`src/rtl/multicycle_decoder_if.sv`:
```
// Bundles the instruction fields, memory handshake and control outputs that pass
// between the multi-cycle ARM datapath and its control unit.
interface multicycle_decoder_if #(
    parameter int ALUCTRL_W = 4,
    parameter int CNT_W     = 16
);
    logic [1:0]           Op;
    logic [5:0]           Funct;
    logic [3:0]           Rd;
    logic                 mem_ready;
    logic                 IRWrite;
    logic                 NextPC;
    logic                 PCS;
    logic                 RegW;
    logic                 MemW;
    logic                 NoWrite;
    logic                 AdrSrc;
    logic                 ALUSrcA;
    logic [1:0]           ALUSrcB;
    logic [1:0]           ResultSrc;
    logic [1:0]           ImmSrc;
    logic [1:0]           RegSrc;
    logic [ALUCTRL_W-1:0] ALUControl;
    logic [1:0]           FlagW;
    logic                 illegal;
    logic                 instr_done;
    logic [3:0]           state_o;
    logic [CNT_W-1:0]     instr_count;

    modport master (
        output Op, Funct, Rd, mem_ready,
        input  IRWrite, NextPC, PCS, RegW, MemW, NoWrite, AdrSrc, ALUSrcA, ALUSrcB,
               ResultSrc, ImmSrc, RegSrc, ALUControl, FlagW, illegal, instr_done,
               state_o, instr_count
    );

    modport slave (
        input  Op, Funct, Rd, mem_ready,
        output IRWrite, NextPC, PCS, RegW, MemW, NoWrite, AdrSrc, ALUSrcA, ALUSrcB,
               ResultSrc, ImmSrc, RegSrc, ALUControl, FlagW, illegal, instr_done,
               state_o, instr_count
    );
endinterface

```
`src/rtl/multicycle_decoder.sv`:
```
// Control unit for the multi-cycle ARM datapath: state sequencer, ALU decoder,
// illegal-instruction detection and retired-instruction counter.
module multicycle_decoder #(
    parameter int ALUCTRL_W = 4,
    parameter int EXT_OPS   = 1,
    parameter int CNT_W     = 16
) (
    input logic clk,
    input logic reset,
    multicycle_decoder_if.slave bus
);
    typedef enum logic [3:0] {
        FETCH  = 4'd0,
        DECODE = 4'd1,
        MEMADR = 4'd2,
        MEMRD  = 4'd3,
        MEMWB  = 4'd4,
        MEMWR  = 4'd5,
        EXECR  = 4'd6,
        EXECI  = 4'd7,
        ALUWB  = 4'd8,
        BRANCH = 4'd9,
        UNIMP  = 4'd10
    } state_t;

    state_t           state, nxt;
    logic [CNT_W-1:0] cnt;

    logic [2:0] alu_op;
    logic       legal, nowrite_dec, cv_op;

    logic       irwrite, nextpc, regw, memw, branch, nowrite, adrsrc, srca, illegal, done;
    logic [1:0] srcb, ressrc, flagw;
    logic [2:0] aluctl;

    // DP opcode decode; extended encodings fall through to illegal when disabled
    always_comb begin
        alu_op      = 3'd0;
        legal       = 1'b1;
        nowrite_dec = 1'b0;
        cv_op       = 1'b0;
        case (bus.Funct[4:1])
            4'b0100: cv_op = 1'b1;
            4'b0010: begin alu_op = 3'd1; cv_op = 1'b1; end
            4'b0000: alu_op = 3'd2;
            4'b1100: alu_op = 3'd3;
            4'b1010: begin alu_op = 3'd1; nowrite_dec = 1'b1; cv_op = 1'b1; end
            4'b0001: if (EXT_OPS != 0) alu_op = 3'd4; else legal = 1'b0;
            4'b0011: if (EXT_OPS != 0) begin alu_op = 3'd5; cv_op = 1'b1; end else legal = 1'b0;
            4'b1101: if (EXT_OPS != 0) alu_op = 3'd6; else legal = 1'b0;
            4'b1000: if (EXT_OPS != 0) begin alu_op = 3'd2; nowrite_dec = 1'b1; end
                     else legal = 1'b0;
            4'b1011: if (EXT_OPS != 0) begin nowrite_dec = 1'b1; cv_op = 1'b1; end
                     else legal = 1'b0;
            default: legal = 1'b0;
        endcase
    end

    always_comb begin
        nxt     = state;
        irwrite = 1'b0;
        nextpc  = 1'b0;
        regw    = 1'b0;
        memw    = 1'b0;
        branch  = 1'b0;
        nowrite = 1'b0;
        adrsrc  = 1'b0;
        srca    = 1'b0;
        srcb    = 2'b00;
        ressrc  = 2'b00;
        aluctl  = 3'd0;
        flagw   = 2'b00;
        illegal = 1'b0;
        done    = 1'b0;
        case (state)
            FETCH: begin
                srca = 1'b1; srcb = 2'b10; ressrc = 2'b10;
                irwrite = bus.mem_ready;
                nextpc  = bus.mem_ready;
                if (bus.mem_ready) nxt = DECODE;
            end
            DECODE: begin
                srca = 1'b1; srcb = 2'b10; ressrc = 2'b10;
                case (bus.Op)
                    2'b01:   nxt = MEMADR;
                    2'b00:   nxt = bus.Funct[5] ? EXECI : EXECR;
                    2'b10:   nxt = BRANCH;
                    default: nxt = UNIMP;
                endcase
            end
            MEMADR: begin
                srcb = 2'b01;
                nxt  = bus.Funct[0] ? MEMRD : MEMWR;
            end
            MEMRD: begin
                adrsrc = 1'b1;
                if (bus.mem_ready) nxt = MEMWB;
            end
            MEMWR: begin
                adrsrc = 1'b1; memw = 1'b1;
                done   = bus.mem_ready;
                if (bus.mem_ready) nxt = FETCH;
            end
            MEMWB: begin
                ressrc = 2'b01; regw = 1'b1; done = 1'b1;
                nxt    = FETCH;
            end
            EXECR, EXECI: begin
                srcb    = (state == EXECI) ? 2'b01 : 2'b00;
                aluctl  = alu_op;
                nowrite = nowrite_dec;
                flagw   = {bus.Funct[0] & legal, bus.Funct[0] & legal & cv_op};
                illegal = !legal;
                nxt     = ALUWB;
            end
            ALUWB: begin
                nowrite = nowrite_dec;
                regw    = !nowrite_dec & legal;
                done    = 1'b1;
                nxt     = FETCH;
            end
            BRANCH: begin
                srcb = 2'b01; ressrc = 2'b10; branch = 1'b1; done = 1'b1;
                nxt  = FETCH;
            end
            UNIMP: begin
                illegal = 1'b1; done = 1'b1;
                nxt     = FETCH;
            end
            default: nxt = FETCH;
        endcase
    end

    always_ff @(posedge clk or negedge reset) begin
        if (!reset) begin
            state <= FETCH;
            cnt   <= '0;
        end else begin
            state <= nxt;
            if (done) cnt <= cnt + CNT_W'(1);
        end
    end

    // Write enables and pulses are killed combinationally so an abort takes effect at once
    assign bus.IRWrite     = irwrite & reset;
    assign bus.NextPC      = nextpc & reset;
    assign bus.RegW        = regw & reset;
    assign bus.MemW        = memw & reset;
    assign bus.PCS         = ((bus.Rd == 4'hF) & regw | branch) & reset;
    assign bus.FlagW       = flagw & {2{reset}};
    assign bus.illegal     = illegal & reset;
    assign bus.instr_done  = done & reset;
    assign bus.NoWrite     = nowrite;
    assign bus.AdrSrc      = adrsrc;
    assign bus.ALUSrcA     = srca;
    assign bus.ALUSrcB     = srcb;
    assign bus.ResultSrc   = ressrc;
    assign bus.ALUControl  = ALUCTRL_W'(aluctl);
    assign bus.ImmSrc      = bus.Op;
    assign bus.RegSrc      = {bus.Op == 2'b01, bus.Op == 2'b10};
    assign bus.state_o     = state;
    assign bus.instr_count = cnt;
endmodule

```
`src/flat_wrapper.sv`:
```
// flat-port wrapper written by rule: the top's interface ports become plain ports
module multicycle_decoder_flat 
#(
    parameter int ALUCTRL_W = 4,
    parameter int EXT_OPS   = 1,
    parameter int CNT_W     = 16
)
  (clk, reset, bus_Op, bus_Funct, bus_Rd, bus_mem_ready, bus_IRWrite, bus_NextPC, bus_PCS, bus_RegW, bus_MemW, bus_NoWrite, bus_AdrSrc, bus_ALUSrcA, bus_ALUSrcB, bus_ResultSrc, bus_ImmSrc, bus_RegSrc, bus_ALUControl, bus_FlagW, bus_illegal, bus_instr_done, bus_state_o, bus_instr_count);
  multicycle_decoder_if #(.ALUCTRL_W(ALUCTRL_W), .CNT_W(CNT_W)) bus_i ();
  input logic clk;
  input logic reset;
  input wire logic [$bits(bus_i.Op)-1:0] bus_Op;
  input wire logic [$bits(bus_i.Funct)-1:0] bus_Funct;
  input wire logic [$bits(bus_i.Rd)-1:0] bus_Rd;
  input wire logic [$bits(bus_i.mem_ready)-1:0] bus_mem_ready;
  output wire logic [$bits(bus_i.IRWrite)-1:0] bus_IRWrite;
  output wire logic [$bits(bus_i.NextPC)-1:0] bus_NextPC;
  output wire logic [$bits(bus_i.PCS)-1:0] bus_PCS;
  output wire logic [$bits(bus_i.RegW)-1:0] bus_RegW;
  output wire logic [$bits(bus_i.MemW)-1:0] bus_MemW;
  output wire logic [$bits(bus_i.NoWrite)-1:0] bus_NoWrite;
  output wire logic [$bits(bus_i.AdrSrc)-1:0] bus_AdrSrc;
  output wire logic [$bits(bus_i.ALUSrcA)-1:0] bus_ALUSrcA;
  output wire logic [$bits(bus_i.ALUSrcB)-1:0] bus_ALUSrcB;
  output wire logic [$bits(bus_i.ResultSrc)-1:0] bus_ResultSrc;
  output wire logic [$bits(bus_i.ImmSrc)-1:0] bus_ImmSrc;
  output wire logic [$bits(bus_i.RegSrc)-1:0] bus_RegSrc;
  output wire logic [$bits(bus_i.ALUControl)-1:0] bus_ALUControl;
  output wire logic [$bits(bus_i.FlagW)-1:0] bus_FlagW;
  output wire logic [$bits(bus_i.illegal)-1:0] bus_illegal;
  output wire logic [$bits(bus_i.instr_done)-1:0] bus_instr_done;
  output wire logic [$bits(bus_i.state_o)-1:0] bus_state_o;
  output wire logic [$bits(bus_i.instr_count)-1:0] bus_instr_count;
  assign bus_i.Op = bus_Op;
  assign bus_i.Funct = bus_Funct;
  assign bus_i.Rd = bus_Rd;
  assign bus_i.mem_ready = bus_mem_ready;
  assign bus_IRWrite = bus_i.IRWrite;
  assign bus_NextPC = bus_i.NextPC;
  assign bus_PCS = bus_i.PCS;
  assign bus_RegW = bus_i.RegW;
  assign bus_MemW = bus_i.MemW;
  assign bus_NoWrite = bus_i.NoWrite;
  assign bus_AdrSrc = bus_i.AdrSrc;
  assign bus_ALUSrcA = bus_i.ALUSrcA;
  assign bus_ALUSrcB = bus_i.ALUSrcB;
  assign bus_ResultSrc = bus_i.ResultSrc;
  assign bus_ImmSrc = bus_i.ImmSrc;
  assign bus_RegSrc = bus_i.RegSrc;
  assign bus_ALUControl = bus_i.ALUControl;
  assign bus_FlagW = bus_i.FlagW;
  assign bus_illegal = bus_i.illegal;
  assign bus_instr_done = bus_i.instr_done;
  assign bus_state_o = bus_i.state_o;
  assign bus_instr_count = bus_i.instr_count;
  multicycle_decoder #(.ALUCTRL_W(ALUCTRL_W), .EXT_OPS(EXT_OPS), .CNT_W(CNT_W)) u_core (.clk(clk), .reset(reset), .bus(bus_i));
endmodule
```
`config.mk`:
```
export PLATFORM = sky130hd
export DESIGN_NAME = multicycle_decoder_flat
export DESIGN_NICKNAME = d
export VERILOG_FILES = /design/src/rtl/multicycle_decoder_if.sv /design/src/rtl/multicycle_decoder.sv /design/src/flat_wrapper.sv
export SDC_FILE = /design/constraint.sdc
export NUM_CORES = 1
export LEC_CHECK = 0
export ABC_CLOCK_PERIOD_IN_PS = 4200
export BUFFER_PORTS_ARGS = -buffer_cell sky130_fd_sc_hd__buf_4
export CORE_MARGIN = 2
export CORE_UTILIZATION = 52
export DETAILED_ROUTE_END_ITERATION = 8
export PLACE_DENSITY = 0.85
export SETUP_SLACK_MARGIN = 0.05
export SYNTH_ARGS = -nofsm -noshare
export SYNTH_HDL_FRONTEND = slang
export SYNTH_SLANG_ARGS = --single-unit
```
`constraint.sdc`:
```
create_clock -name clk -period 4.2 [get_ports clk]
set_input_delay 0.84 -clock clk [delete_from_list [all_inputs] [get_ports clk]]
set_output_delay 0.84 -clock clk [all_outputs]
set_load 0.02 [all_outputs]
```
==> flow_summary.toml <==
[status]
status = "completed"

[logic_synthesis]
ys_async_sr_fraction_pct = 100.0
syn_nets = 185
synth_area_per_cell_um2 = 8.551
synth-seq-area-share_pct = 34.63
synthCells = 169
yosysWarnings = 0
syn_area_um2 = 1445
yosysUniqueCellTypes = 42
synth_edf_count = 0
ys.flop_type = "dfrtp_1"
ys_ff_latch = 20

[timing]
drv_slew = 0
finalCriticalPeriod_ns = 2.786
fin_skew_ns = 0.01214
hold_viol = 0
clock.fmax_mhz = 358.9
rsz0062_at_grt = "false"
setup_viol = 0
totalNegativeSetupSlack_ns = 0
whs_ns = 0.3976
fin_crit_sh_pct = 66.34
relSlewSlack_pct = 62.69
worstMarginPinSlew_ns = 0.5597

[placed_design]
hpwl_mm = 2.668
gp_congestion = 0.7950
placed_area_um2 = 1847
placedCellCount = 245
io_buffers = 57

[cts]
clk_path_buf_depth = 2
cts_sinks = 20
cts_resized = 0
cts_tree = "done"
cts_setup_buffers = 0
postCtsHoldBufs = 0
numCtsBuffers = 3
cts.htree.levels = 1
clockRootBuffer = "clkbuf_4"
clk_latency_ns = 0.31
path_clk_slew_ns = 0.12

[final_layout]
antennaDiodeCount = 0
drive_gt1_share_pct = 32.57
fin_nets = 235
fin_area_um2 = 1899
final_cells = 249
area_delta_synth_final_pct = 31.43

[routing]
drt_pass1_iterations = 4
drtAntennaViolNets = 0
vias_per_cell = 5.859
dr.first_iter.drc_count = 60
drc = 0
vias = 1459
wl_per_cell_um = 14.52
drt-total-wl_mm = 3.615

[die]
rows = 19
io_pins = 59
start_util_pct = 53.80
dieHeight_um = 56.72
die_w_um = 56.72
dieArea_um2 = 3217
core_um2 = 2686

[job]
max_cap_viol_count = 0

[critical_path]
worst_setup_path_end_kind = "output pin"
critPathKind = "flip-flop to output pin"
critical_path_required_ns = 3.36
worstPathArrival_ns = 1.95
reg2reg_slack_ns = 2.35
startpoint_type = "flip-flop"
crit_path_max_fanout = 17

[pwr]
power.total_w = 0.001091
powerDensity_nw_per_um2 = 574.7
leakage_nw = 0.9231
vdd_drop_max_v = 0.0004723

[grt]
grtUsageTotal_pct = 22.98
grt_pass1_vias = 1343
antenna_found_initial = 0
grt_max_degree = 27
grt-ovfl-total = 0
grt_pass1_wl_mm = 6.016

[min_path]
hold_path_class = "input port to async pin"
## through the flow
stage	setup WS [ns]	utilization, %
floorplan	1.564	-
global placement	1.502	68.75
detailed placement	1.460	68.75
CTS	1.426	70.70
global route	1.302	70.70
finish	1.414	70.70
## sequential cells by signal, indices dropped and copies added (netlist names)
name,count
u_core.bus.instr_count,16
u_core.bus.state_o,4
## critical path: stages, from the launching register on
cell,delay (ns)
dfrtp_1,0.60
nand2b_2,0.36
a21boi_4,0.34
and3_1,0.20
buf_4,0.14
## power by group
| group | switching [W] | internal, W | leakage, nW |
|---|---|---|---|
| Sequential | 0.000101 | 0.000233 | 0.267 |
| Combinational | 0.000343 | 0.000257 | 0.628 |
| Clock | 0.0000606 | 0.0000967 | 0.0279 |
## cells by family (layout without fill, tap and decap cells)
kind of cell    count (synthesis)  after routing  synth area share [%]
compound gates                 25             25                 12.56
xor+xnor                       17             17                 10.30
fa+ha+maj                       1              1                0.8657
buf+inv                        16             65                 5.540
flops                          20             20                 34.63
mux                             1              1                 1.039
other cells                     1              1                0.2595
simple gates                   88             88                 34.81
## synth_stat cells (5+ instances only)
cell type	n	area, um^2
a21oi_1	8	40.04
and4_1	5	43.79
nand4_1	10	62.56
nor2_1	17	63.81
nand2_1	10	37.54
nor3_1	5	25.02
xnor2_1	10	87.58
and3_1	6	37.54
nor4_1	6	37.54
dfrtp_1	20	500.5
xor2_1	7	61.31
nor2b_1	7	43.79
nand3_1	6	30.03
## final timing paths
check | startpoint | cells past startpoint | to
max | u_core.bus.state_o[2]$_DFFE_PN0P_ | 4 | bus_instr_done
min | reset | 1 | u_core.bus.instr_count[11]$_DFFE_PN0P_
max reg2reg | u_core.bus.state_o[2]$_DFFE_PN0P_ | 4 | u_core.bus.instr_count[1]$_DFFE_PN0P_
min reg2reg | u_core.bus.instr_count[15]$_DFFE_PN0P_ | 1 | u_core.bus.instr_count[15]$_DFFE_PN0P_
max in group asynchronous | reset | 1 | u_core.bus.instr_count[0]$_DFFE_PN0P_
min in group clk | u_core.bus.instr_count[15]$_DFFE_PN0P_ | 1 | u_core.bus.instr_count[15]$_DFFE_PN0P_
## layout make-up
cell class,instances,area (um^2)
repair buffers,57,427.9
fillers,217,787.0
clock buffers,3,22.52
well taps,31,38.79
clock inverters,1,30.03
flip-flops and latches,20,500.5
inverters,4,15.01
multi-input cells,133,864.6
## cell usage in the layout (no fill, tap or decap), drive strengths merged, types with 2 or more instances in the layout
master	n
nor4	6
nor3	5
and3	6
a221oi	2
nor2	17
and2b	2
inv	4
nand4	10
nor2b	7
dfrtp	20
and4	5
xor2	7
nand2	11
clkbuf	3
and2	4
a211oi	2
nand3	6
xnor2	10
nand3b	2
o21ai	4
buf	57
a21oi	9
nand2b	6
## metal layers
metal	GRT usage, %	vias to the layer above	wire, um
met5	0	-	0
met4	7.143	0	40
met3	2.995	5	257
met2	40.53	70	1880
met1	28.95	683	1437
li1	-	701	-
Note: power is estimated with default switching activity, not from simulation.
